### src/rtl/gf2m_163_pkg.sv
// Shared constants and FSM encoding for the GF(2^163) reduction stage.
// Field is defined by the NIST B-163 pentanomial x^163 + x^7 + x^6 + x^3 + 1.
package gf2m_163_pkg;

    localparam int SIZE     = 163;
    localparam int M        = SIZE;
    localparam int TAIL_DEG = 7;
    localparam int PROD_W   = 2 * SIZE - 1;
    localparam int ACC_W    = SIZE + TAIL_DEG;
    localparam int HIGH1_W  = PROD_W - SIZE;
    localparam int HIGH2_W  = ACC_W - SIZE;

    // p(x) with the leading x^SIZE term removed.
    localparam logic [SIZE-1:0] POLY_TAIL = 163'hC9;

    typedef enum logic [1:0] {
        ST_IDLE  = 2'd0,
        ST_FOLD1 = 2'd1,
        ST_FOLD2 = 2'd2,
        ST_DONE  = 2'd3
    } state_t;

    function automatic int max3(input int a, input int b, input int c);
        int m;
        m = (a > b) ? a : b;
        return (m > c) ? m : c;
    endfunction

endpackage

### src/rtl/gf2m_fold.sv
// Combinational fold: o_sum = i_low ^ (i_high * POLY_TAIL) over GF(2).
// The tail is a compile-time constant, so the product is a fixed XOR of shifted copies.
module gf2m_fold
    import gf2m_163_pkg::*;
#(
    parameter int LOW_W  = SIZE,
    parameter int HIGH_W = HIGH1_W,
    parameter int OUT_W  = ACC_W
) (
    input  logic [LOW_W-1:0]  i_low,
    input  logic [HIGH_W-1:0] i_high,
    output logic [OUT_W-1:0]  o_sum
);

    localparam int WIDE_W = max3(LOW_W, HIGH_W + TAIL_DEG, OUT_W);

    logic [WIDE_W-1:0] w_sum;

    // XOR the low part with one shifted copy of the high part per set tail bit.
    always_comb begin
        w_sum              = '0;
        w_sum[LOW_W-1:0]   = i_low;
        for (int k = 0; k <= TAIL_DEG; k++) begin
            if (POLY_TAIL[k]) begin
                w_sum = w_sum ^ (WIDE_W'(i_high) << k);
            end else begin
                w_sum = w_sum;
            end
        end
    end

    // When OUT_W < WIDE_W the dropped bits are zero by the tail-degree bound.
    assign o_sum = w_sum[OUT_W-1:0];

endmodule

### src/rtl/gf2m_reduce_163.sv
// Registered, handshaked reducer of a 325-bit carry-less product modulo the B-163
// pentanomial. Always runs two folds so latency is independent of the operand.
module gf2m_reduce_163
    import gf2m_163_pkg::*;
(
    input  logic              clk,
    input  logic              rst_n,
    input  logic              in_valid,
    output logic              in_ready,
    input  logic [PROD_W-1:0] prod,
    output logic              out_valid,
    input  logic              out_ready,
    output logic [SIZE-1:0]   r
);

    state_t              r_state;
    state_t              w_state_nxt;
    logic [PROD_W-1:0]   r_prod;
    logic [ACC_W-1:0]    r_acc;
    logic [SIZE-1:0]     r_result;
    logic                r_in_ready;
    logic                r_out_valid;
    logic                w_capture;
    logic [ACC_W-1:0]    w_fold1;
    logic [SIZE-1:0]     w_fold2;

    gf2m_fold #(
        .LOW_W  (SIZE),
        .HIGH_W (HIGH1_W),
        .OUT_W  (ACC_W)
    ) u_fold1 (
        .i_low  (r_prod[SIZE-1:0]),
        .i_high (r_prod[PROD_W-1:SIZE]),
        .o_sum  (w_fold1)
    );

    gf2m_fold #(
        .LOW_W  (SIZE),
        .HIGH_W (HIGH2_W),
        .OUT_W  (SIZE)
    ) u_fold2 (
        .i_low  (r_acc[SIZE-1:0]),
        .i_high (r_acc[ACC_W-1:SIZE]),
        .o_sum  (w_fold2)
    );

    // Next-state decode; DONE ignores in_valid until the consumer takes the result.
    always_comb begin
        w_state_nxt = r_state;
        w_capture   = 1'b0;
        case (r_state)
            ST_IDLE: begin
                if (in_valid && r_in_ready) begin
                    w_capture   = 1'b1;
                    w_state_nxt = ST_FOLD1;
                end else begin
                    w_state_nxt = ST_IDLE;
                end
            end
            ST_FOLD1: w_state_nxt = ST_FOLD2;
            ST_FOLD2: w_state_nxt = ST_DONE;
            ST_DONE: begin
                if (out_ready) begin
                    w_state_nxt = ST_IDLE;
                end else begin
                    w_state_nxt = ST_DONE;
                end
            end
            default: w_state_nxt = ST_IDLE;
        endcase
    end

    // State and handshake flags; flags are decoded from the next state so they align with it.
    always_ff @(posedge clk or negedge rst_n) begin
        if (!rst_n) begin
            r_state     <= ST_IDLE;
            r_in_ready  <= 1'b1;
            r_out_valid <= 1'b0;
        end else begin
            r_state     <= w_state_nxt;
            r_in_ready  <= (w_state_nxt == ST_IDLE);
            r_out_valid <= (w_state_nxt == ST_DONE);
        end
    end

    // Datapath registers, each loaded only in its own state.
    always_ff @(posedge clk or negedge rst_n) begin
        if (!rst_n) begin
            r_prod   <= '0;
            r_acc    <= '0;
            r_result <= '0;
        end else begin
            if (w_capture) begin
                r_prod <= prod;
            end
            if (r_state == ST_FOLD1) begin
                r_acc <= w_fold1;
            end
            if (r_state == ST_FOLD2) begin
                r_result <= w_fold2;
            end
        end
    end

    assign in_ready  = r_in_ready;
    assign out_valid = r_out_valid;
    assign r         = r_result;

endmodule

### config.mk
export PLATFORM = sky130hd
export DESIGN_NAME = gf2m_reduce_163
export DESIGN_NICKNAME = d
export VERILOG_FILES = /design/src/rtl/gf2m_163_pkg.sv /design/src/rtl/gf2m_fold.sv /design/src/rtl/gf2m_reduce_163.sv
export SDC_FILE = /design/constraint.sdc
export NUM_CORES = 1
export LEC_CHECK = 0
export ABC_CLOCK_PERIOD_IN_PS = 1700
export BUFFER_PORTS_ARGS = -buffer_cell sky130_fd_sc_hd__buf_2
export CAP_MARGIN = 20
export CORE_ASPECT_RATIO = 0.75
export CORE_MARGIN = 4
export CORE_UTILIZATION = 45
export CTS_CLUSTER_DIAMETER = 200
export CTS_CLUSTER_SIZE = 16
export DETAILED_ROUTE_END_ITERATION = 8
export GPL_ROUTABILITY_DRIVEN = 0
export HOLD_SLACK_MARGIN = 0.03
export PLACE_DENSITY = 0.69
export SLEW_MARGIN = 20
export SYNTH_ARGS = -nofsm -noshare
export SYNTH_HDL_FRONTEND = slang
export SYNTH_SLANG_ARGS = --single-unit
### constraint.sdc
create_clock -name clk -period 1.7 [get_ports clk]
set_clock_uncertainty 0.2 [all_clocks]
set_input_delay 0.085 -clock clk [delete_from_list [all_inputs] [get_ports clk]]
set_output_delay 0.085 -clock clk [all_outputs]
set_load 0.03 [all_outputs]
Word-level counts from Yosys, hierarchy flattened
Index checks and enable logic that the tools add are counted.
- flip-flop bits (word level): 662
- output and inout port bits: 165
- word-level logic and storage cells: 26
- equal/unequal tests: 4
- muxes and demuxes: 5
- bitwise operators: 8
- reduce and logical (&&, ||, !) cells: 3
- operators with widths (kind ; number):
    $xor A170 B165 Y170 ; 1
    $xor A170 B168 Y170 ; 1
    $xor A170 B169 Y170 ; 1
    $xor A163 B10 Y163 ; 1
    $xor A163 B13 Y163 ; 1
    $xor A163 B14 Y163 ; 1
    $xor A163 B162 Y163 ; 1
    $xor A163 B7 Y163 ; 1
    $pmux W2 S4 ; 1
    $eq A2 B2 Y1 const B ; 3
    $logic_not A2 Y1 ; 2
    $mux W1 ; 3
    $eq A2 B1 Y1 const B ; 1
    $mux W2 ; 1
    $logic_and A1 B1 Y1 ; 1

Logic depth before layout (Yosys ltp)
- depth after elaboration: 4
- gate-level depth with buffers: 7
- gate-level depth less buffers: 3

Cells and area by module
A second synthesis with hierarchy kept.
- cell total of the unflattened synthesis: 1996
- area, all modules: 31776.7 um^2
- by module, submodules not included (module ; instances ; cells an instance ; area an instance (um^2) ; sequential area each (um^2)):
    gf2m_reduce_163 ; 1 ; 1403 ; 24636.1 ; 16567.1
    gf2m_fold at u_fold1 ; 1 ; 419 ; 5795.6 ; 0.0
    gf2m_fold at u_fold2 ; 1 ; 174 ; 1345.0 ; 0.0

Least setup slack after synthesis
Ideal clock, no wire load.
- path type: reg2reg
- start point: register r_in_ready (netlist: in_ready)
- end point: register r_prod[108]
- library setup time: 128 ps
- arrival time: 1627 ps
- required time: 1372 ps
- path slack: -254 ps
- stages on the path, launching flop included: 7
- period minus slack after synthesis: 1954 ps
- cells stage by stage: dfstp_2 -> and3_1 -> clkbuf_1 -> buf_4 -> buf_6 -> buf_4 -> mux2_1
- word-level cells in the longest chain between the ends: 3
- ends and longest elaborated chain (what ; line ; text):
    from (decl) ; gf2m_reduce_163.sv:21 ; logic r_in_ready;
    from (signal assigned) ; gf2m_reduce_163.sv:81 ; r_in_ready <= (w_state_nxt == ST_IDLE);
    $logic_and A1 B1 Y1 ; gf2m_reduce_163.sv:53 ; if (in_valid && r_in_ready) begin
    $mux W1 ; gf2m_reduce_163.sv:53 ;
    $mux W1 ; gf2m_reduce_163.sv:51 ; case (r_state)
    to (signal assigned) ; gf2m_reduce_163.sv:94 ; r_prod <= prod;
    to (decl) ; gf2m_reduce_163.sv:18 ; logic [PROD_W-1:0] r_prod;
Every way passes these cells.
A chain may end at the register's enable or synchronous reset.

Worst setup path after layout
- start point: register r_state[1]
- end point: register r_prod[49]
- word-level cells in the longest chain between the ends: 2
- ends and longest elaborated chain (what ; line ; text):
    from (decl) ; gf2m_reduce_163.sv:16 ; state_t r_state;
    from (signal assigned) ; gf2m_reduce_163.sv:80 ; r_state <= w_state_nxt;
    $logic_not A2 Y1 ; gf2m_reduce_163.sv:51 ;
    $mux W1 ; gf2m_reduce_163.sv:51 ;
Every way passes these cells.

==> metrics <==
Min-Delay Endpoint r_prod[134]$_DFFE_PN0P_; area grow syn2layout 35.0%; data required time of the worst path 1.97 ns; die height 231 microns; critical path's slowest cell dfrtp_1; share of cells above drive strength 1 0.384; crit path max fanout 25; Worst-Skew Late Latency 0.59 ns; status finished with violations; pre-CTS WS -0.179 ns; max incr delay on CP 0.40 ns; initial antenna violation count 17; global-route wire length before repair 127000 microns; commonest non-fill, non-tap cell in the layout dfrtp_1; RSZ-0062 raised after global routing true; Routed Antenna Nets 0; Clock Path Buffers 3; Fmax 522 MHz; vias in the first global route 21464; Final Hold Viols 0; CTS sink cnt 661; R2R cell count 5; Max transition margin 0.642; Seq cells post-synth 661; cts bufs inserted 47; Mapped Cells 2040; Ys Warns 0; failing checks setup timing; largest net degree at the start of global routing 70; worst hold path class primary input to flip-flop; initial DRC count 1062; input/output buffers 493; total number of vias 19840; Setup violations, final 459; # IOs 494; sequential share of the synthesized area 0.552; CP Launch Type flip-flop; setup ws final -0.214 ns; crit end category flip-flop; Chip Width 306 microns; CTS tree done; critical setup path kind flip-flop to flip-flop; Hold Path Stages 3; Clk pin slew, worst setup/hold paths 0.07 ns; Nets 3301; reg-to-reg slack, setup -0.21 ns; CP top delay family simple AND/OR/NAND/NOR gates; fillcell total 4820; Die ar. 70800 sq um; starting density of the core 0.457; count of different cell masters after synthesis 20; period utilisation layout 1.13; Core Rows 81; max_cap viols 0; Leak 19.4 nW; crit-path cells nor2_2 > and3_4 > buf_12 > buf_16 > mux2_2; GRT Total Usage 0.232; Post-Syn Nets 2369; maximum VDD drop 0.00123 V; routed wire length per instance 22.4 microns; Arrival @ worst endpoint 2.18 ns; H-tree depth 2; Clock Tree Root clkbuf_16; total grt overflow 0; DRC 0; reg2reg end r_prod[49]$_DFFE_PN0P_; HPWL after detailed placement 58700 microns; core area 65600 sq um; Hold Startpoint prod[134]; Synth Cell Area 29900 sq um; reg-to-reg startpoint r_state[1]$_DFF_PN0_; max-slew violations 0; setup TNS -57.49 ns; CP Buf/Inv Count 2; Power Density 2100 nW/um^2; DRT Pass-1 Iters 4; crit path time final 1.91 ns; final WL 86800 microns; Least-Margin Pin Slew 0.533 ns; Avg Cell Area, Syn 14.7 sq um; most frequent cells in the layout dfrtp_1, buf_2, dlygate4sd3_1, mux2_2, xnor2_1; vias per cell 5.13
==> worst register-to-register path, stage by stage (launching register included) <==
cell	delay [ns]
dfrtp_1	0.40
nor2_2	0.15
and3_4	0.26
buf_12	0.20
buf_16	0.24
mux2_2	0.37
==> layer usage <==
layer	up-vias	track usage	wire length (microns)
met2	562	0.378	41800
met4	2	0.0934	3800
met3	226	0.0347	3790
li1	8885	-	-
met1	10165	0.316	37500
met5	-	0	13
==> worst max path at each step <==
stage                                          to                 start  depth (start not counted)  slack, ns
after global routing      r_prod[223]$_DFFE_PN0P_  r_state[1]$_DFF_PN0_                          5      -0.26
final                      r_prod[49]$_DFFE_PN0P_  r_state[1]$_DFF_PN0_                          5      -0.21
after CTS                  r_prod[53]$_DFFE_PN0P_  r_state[0]$_DFF_PN0_                          5      -0.18
after floorplan           r_prod[128]$_DFFE_PN0P_    in_ready$_DFF_PN1_                          6      -0.19
after global placement     r_prod[96]$_DFFE_PN0P_  r_state[0]$_DFF_PN0_                          5      -0.21
after detailed placement  r_prod[223]$_DFFE_PN0P_  r_state[0]$_DFF_PN0_                          5      -0.18
==> cell type report <==
class                   instances  area (sq um)  share of cell area
diodes                         18          45.0             0.00111
clock inverters                 1          16.3            0.000402
flip-flops and latches        661         16500               0.409
well taps                     871          1090              0.0270
clock buffers                  57          1260              0.0311
multi-input cells            1283         13400               0.333
repair buffers                979          8040               0.199
==> flip-flops by register name, indices dropped and copies added, names as in the netlist <==
name	cells
in_ready	1
r_acc	169
out_valid	1
r_prod	325
r_state	2
r	163
==> where the power goes <==
part	switching [mW]	internal, mW
combinational	18.7	25.5
clock	5.45	5.17
sequential	6.98	23.1
total	31.2	53.7
==> cell usage after synthesis <==
master | number | area [sq um]
dfrtp_1 | 660 | 16500
mux2_2 | 448 | 5040
xnor2_1 | 265 | 2320
nand2_1 | 181 | 679
o21ai_0 | 180 | 901
xnor3_1 | 155 | 3490
buf_2 | 59 | 295
clkbuf_1 | 31 | 116
mux2_1 | 28 | 315
xor2_1 | 16 | 140
buf_4 | 4 | 30.0
nor2_1 | 3 | 11.3
and3_1 | 2 | 12.5
nand2b_1 | 2 | 12.5
a21boi_0 | 1 | 7.51
buf_1 | 1 | 3.75
buf_6 | 1 | 11.3
dfstp_2 | 1 | 26.3
o21ai_1 | 1 | 5.00
or2_1 | 1 | 6.26
==> what timing repair did <==
item | CTS | global route
hold buffers | 342 | 1
cloned | 2 | 14
buffers inserted | 4 | 11
endpoints found under the setup margin | 348 | 466
endpoints found under the hold margin | 990 | 1
pin swaps | 0 | 2
resized for setup | 57 | 108
==> stage by stage <==
stage	cell area [sq um]	cells	util	power (mW)	hold WS, ns
6_report	40400	3870	0.617	84.9	0.0720
5_1_grt	40400	3869	0.617	89.9	0.0484
2_1_floorplan	30000	2040	-	59.5	-0.411
4_1_cts	39600	3826	0.603	82.9	-0.459
3_5_place_dp	34500	3420	0.526	70.9	-0.176
3_3_place_gp	34500	3420	0.526	69.9	-0.181
==> logic make-up after synthesis <==
group | share of synthesized area
AOI/OAI and AO/OA | 0.0305
and+or+nand+nor | 0.0241
xor gates and xnor gates | 0.199
buffers and inverters | 0.0153
DFF | 0.552
muxes | 0.179
Note: power is estimated with default switching activity, not from simulation.
